<file path="src/rtl/fifo_byte_packer.sv">
// FIFO drain stage: pops DATA_WIDTH entries and packs LANES of them into one wide valid/ready word.
// Optional FIFO_PACKER_CHK_EN adds a sticky proto_err output for read/valid handshake violations.
module fifo_byte_packer #(
  parameter int unsigned DATA_WIDTH = 8,
  parameter int unsigned LANES      = 4,
  parameter int unsigned CNT_WIDTH  = 3
) (
  input  logic                        clk,
  input  logic                        clear_n,
  input  logic                        fifo_empty,
  output logic                        fifo_rd,
  input  logic [DATA_WIDTH-1:0]       fifo_data,
  input  logic                        fifo_data_valid,
  input  logic                        flush,
  output logic                        out_valid,
  input  logic                        out_ready,
  output logic [DATA_WIDTH*LANES-1:0] out_data,
  output logic [CNT_WIDTH-1:0]        out_count
`ifdef FIFO_PACKER_CHK_EN
  ,
  output logic                        proto_err
`endif
);

  localparam int unsigned IDX_W = (LANES > 1) ? $clog2(LANES) : 1;
  localparam int unsigned OUT_W = DATA_WIDTH * LANES;

  typedef enum logic {
    FILL = 1'b0,
    HOLD = 1'b1
  } state_t;

  state_t                               state_q, state_d;
  logic [CNT_WIDTH-1:0]                 lane_cnt_q, lane_cnt_d;
  logic                                 pending_q, pending_d;
  logic                                 flush_pend_q, flush_pend_d;
  logic [LANES-1:0][DATA_WIDTH-1:0]     lanes_q, lanes_d;
  logic                                 out_valid_d;
  logic [OUT_W-1:0]                     out_data_d;
  logic [CNT_WIDTH-1:0]                 out_count_d;
  logic [CNT_WIDTH:0]                   cnt_sum;
  logic                                 rd_c;
  logic                                 capture_c;

  // Lanes already held plus the one in flight must leave room for another read.
  assign cnt_sum = {1'b0, lane_cnt_q} + (CNT_WIDTH+1)'(pending_q);
  assign rd_c    = clear_n && (state_q == FILL) && !flush_pend_q && !fifo_empty
                   && (cnt_sum < (CNT_WIDTH+1)'(LANES));
  assign fifo_rd = rd_c;

  assign capture_c = (state_q == FILL) && fifo_data_valid && pending_q;

  always_ff @(posedge clk or negedge clear_n) begin
    if (!clear_n) begin
      state_q      <= FILL;
      lane_cnt_q   <= '0;
      pending_q    <= 1'b0;
      flush_pend_q <= 1'b0;
      lanes_q      <= '0;
      out_valid    <= 1'b0;
      out_data     <= '0;
      out_count    <= '0;
    end else begin
      state_q      <= state_d;
      lane_cnt_q   <= lane_cnt_d;
      pending_q    <= pending_d;
      flush_pend_q <= flush_pend_d;
      lanes_q      <= lanes_d;
      out_valid    <= out_valid_d;
      out_data     <= out_data_d;
      out_count    <= out_count_d;
    end
  end

  always_comb begin
    state_d      = state_q;
    lane_cnt_d   = lane_cnt_q;
    pending_d    = rd_c;
    flush_pend_d = flush_pend_q;
    lanes_d      = lanes_q;
    out_valid_d  = out_valid;
    out_data_d   = out_data;
    out_count_d  = out_count;

    unique case (state_q)
      FILL: begin
        if (flush) flush_pend_d = 1'b1;
        if (capture_c) begin
          lanes_d[IDX_W'(lane_cnt_q)] = fifo_data;
          lane_cnt_d                  = lane_cnt_q + CNT_WIDTH'(1);
        end
        if (capture_c && (lane_cnt_d == CNT_WIDTH'(LANES))) begin
          state_d     = HOLD;
          out_valid_d = 1'b1;
          out_data_d  = lanes_d;
          out_count_d = CNT_WIDTH'(LANES);
        end else if (flush_pend_q && !pending_q) begin
          // Flush waits for the in-flight byte; an empty packer just drops the request.
          if (lane_cnt_q != '0) begin
            state_d     = HOLD;
            out_valid_d = 1'b1;
            out_data_d  = lanes_q;
            out_count_d = lane_cnt_q;
          end else begin
            flush_pend_d = 1'b0;
          end
        end
      end
      HOLD: begin
        if (out_ready) begin
          state_d      = FILL;
          out_valid_d  = 1'b0;
          lane_cnt_d   = '0;
          flush_pend_d = 1'b0;
          lanes_d      = '0;
        end
      end
      default: state_d = FILL;
    endcase
  end

`ifdef FIFO_PACKER_CHK_EN
  logic proto_err_d;

  // Sticky flag: a valid without a read, or a read that never returned data.
  always_comb begin
    proto_err_d = proto_err;
    if ((fifo_data_valid && !pending_q) || (pending_q && !fifo_data_valid))
      proto_err_d = 1'b1;
  end

  always_ff @(posedge clk or negedge clear_n) begin
    if (!clear_n) proto_err <= 1'b0;
    else          proto_err <= proto_err_d;
  end
`endif

endmodule

</file>
<file path="config.mk">
export PLATFORM = sky130hd
export DESIGN_NAME = fifo_byte_packer
export DESIGN_NICKNAME = d
export VERILOG_FILES = /design/src/rtl/fifo_byte_packer.sv
export SDC_FILE = /design/constraint.sdc
export NUM_CORES = 1
export LEC_CHECK = 0
export ABC_CLOCK_PERIOD_IN_PS = 3290
export CAP_MARGIN = 20
export CORE_ASPECT_RATIO = 1.1
export CORE_MARGIN = 5
export CORE_UTILIZATION = 45
export CTS_BUF_LIST = sky130_fd_sc_hd__clkbuf_2
export DETAILED_ROUTE_END_ITERATION = 6
export PLACE_DENSITY = 0.65
export REMOVE_ABC_BUFFERS = 1
export SLEW_MARGIN = 20
export SYNTH_ARGS = -nofsm -noshare
export SYNTH_HDL_FRONTEND = slang
export SYNTH_SLANG_ARGS = --single-unit
</file>
<file path="constraint.sdc">
create_clock -name clk -period 3.29 [get_ports clk]
set_input_delay 0.329 -clock clk [delete_from_list [all_inputs] [get_ports clk]]
set_output_delay 0.329 -clock clk [all_outputs]
set_load 0.1 [all_outputs]
</file>
==> run metrics <==
status finished clean; CP Capture Type flop; setup repair bufs after CTS 0; CTS tree built; Final Instance Area 0.004446 mm2; WL/cell 16.64 um; initial drt markers 145; top cells by area, synth dfrtp_1 49%, mux2_2 15%, mux2i_1 8.7%; Final setup viols 0; vias in the first global route 2574; Final Hold Vio Count 0; critical path required time 3.68 ns; post-DP HPWL 5000 um; hold_buf cts 0; CP max FO 22; Post-Syn Area per Cell 12.31 um2; first-pass GRT wire length 13110 um; synth warn 0; Final Cycle Share around 80%; most frequent cells in the layout 73 x dfrtp_1, 50 x mux2_2, 48 x clkdlybuf4s50_1; area of the die 0.01033 mm2; Boundary Pins between 50 and 60; area of placed instances 0.004367 mm2; largest net degree at the start of global routing 75; part of the Yosys area used for sequential elements 48.99%; vias per cell approximately 5.4; clock period minus worst slack between 2 and 3 ns; Worst Hold Class input port to asynchronous set/reset pin; area grow syn2layout 17.61%; WL final slightly below 8000 um; Startpoint Class flop; num rows 35; dpl ws about 0.67 ns; Post-Syn Instances 307; Synth top area share 48.99%; Final Slew Violations 0; Layout Utilization 53.71%; DIE HEIGHT around 110 um; Setup TNS 0 ns; # clock sinks 74; RSZ-0062 raised after global routing no; Final Worst Setup Slack between 0.6 and 0.7 ns; CORE AREA approximately 0.0083 mm2; Slowest-stage cell, CP dfrtp_1; Critical Path Max Stage Delay about 0.48 ns; count of different cell masters after synthesis 30; Leak 2.195 nW; root buffer cell clkbuf_2; cells along the critical path inv_1 > ha_1 > nand2b_1 > nor3_1 > o21ba_2 > buf_12 > mux2_2; Initial Util between 40% and 50%; Max-Slew Margin vs Limit approximately a third; GRT overflow 0; Finished Layout Cells between 400 and 500; worst vdd ir between 400 and 500 uV; crit path DAT a little over 3 ns; critical path class flop to flop; gpl congestion 0.7881; WHS around 0.037 ns; Die X slightly below 100 um; fill cell total of the finished layout 718; CTS clk-pin slew, worst paths around 0.19 ns; Vias between 2k and 3k; clk_skew 0.03354 ns; Seq cells post-synth between 70 and 80; commonest non-fill, non-tap cell in the layout dfrtp_1; Placed Instances ~460; Power Density 944.8 mW/mm2; CP top delay family simple AND/OR/NAND/NOR gates; fmax between 300 and 400 MHz; Longest Clk Path Bufs 2; Pwr Total approximately 4.2 mW; CTS H-tree lvls 3; Antenna Cells 0; layout cells sized above 1 roughly 28%; Inserted Clock Buffers 9; nets between 300 and 400; initial antenna violation count 0; Synth area leader dfrtp_1; max_cap viols 0; Worst Tran Pin Value 0.9801 ns; DR pass1 iterations 4; I/O Buffers 50; post-route ant nets 0; Clock Latency Late Sink 0.50 ns; post-CTS sizing 0; Synth Cell Area between 0.003 and 0.004 mm2; global routing usage summed across all routing layers 15.64%; drt drc 0; Worst Path Buf+Inv 2
## cell usage after synthesis, drive strengths merged
master	instances
a21o	1
a21oi	1
a2bb2oi	2
a31oi	1
buf	15
clkbuf	9
dfrtp	74
ha	4
inv	5
mux2	66
mux2i	33
nand2	36
nand2b	2
nand3	2
nand3b	1
nand4b	4
nor2	4
nor3	5
o21ai	1
o21ba	1
o22ai	35
o32ai	1
or3	1
xnor2	3
## path summary, 6_finish.rpt
path	from	end	slack [ns]	cells past startpoint
max	lane_cnt_q[0]	out_data[12]	0.64	7
min reg2reg	out_data[12]	out_data[12]	0.53	1
max in group asynchronous	clear_n	state_q	2.58	2
min	clear_n	out_count[0]	0.04	2
min in group clk	clear_n	pending_q	0.08	3
max reg2reg	lane_cnt_q[0]	out_data[12]	0.64	7
## per-layer routing
| metal | wire length, um | up-vias | GRT usage, % |
|---|---|---|---|
| li1 | - | 1209 | - |
| met1 | 3847 | 1259 | 21.50 |
| met2 | 3633 | 46 | 24.24 |
| met3 | 220 | 10 | 2.887 |
| met4 | 137 | 0 | 6.726 |
| met5 | 0 | - | 0 |
## state kept, by name, summed over array words and instances (netlist names)
register      flops
flush_pend_q      1
state_q           1
out_data         32
lane_cnt_q        3
out_valid         1
pending_q         1
out_count         3
lanes_q          32
## kinds of logic (layout without fill, tap and decap cells)
group,Yosys count,count (layout),synth area share (%)
AOI/OAI and AO/OA,43,43,7.382
xor gates and xnor gates,3,3,0.6953
adders and majority gates,4,4,1.324
buffers and inverters,29,82,4.303
DFF,74,74,48.99
muxes,99,99,29.99
and+or+nand+nor,55,55,7.316
## report_power, final
part	internal (mW)	leakage, nW	total, mW	switching (mW)
Sequential	1.19	1.01	1.41	0.219
Clock	0.103	0.0631	0.405	0.302
Combinational	0.762	1.12	2.39	1.62
## layout make-up
type                       count  area, um2  share of cell area (%)
sequential                    74       1853                   41.68
multi-input combinational    204       1765                   39.71
timing repair buffer          61      590.6                   13.28
tap                          111      138.9                   3.124
clock buffer                  12      60.06                   1.351
clock inverter                 4      18.77                  0.4222
inverter                       5      18.77                  0.4222
## worst reg2reg max path: cells and delay by family (launching register included)
family                   cells  cell delay, ns
buffers and inverters        2            0.40
multiplexers                 1            0.36
flip-flops                   1            0.48
AND/OR/NAND/NOR              2            0.51
AO/OA/AOI/OAI                1            0.48
adder cells (fa/ha/maj)      1            0.33
Power figures use the tool's default switching activity.
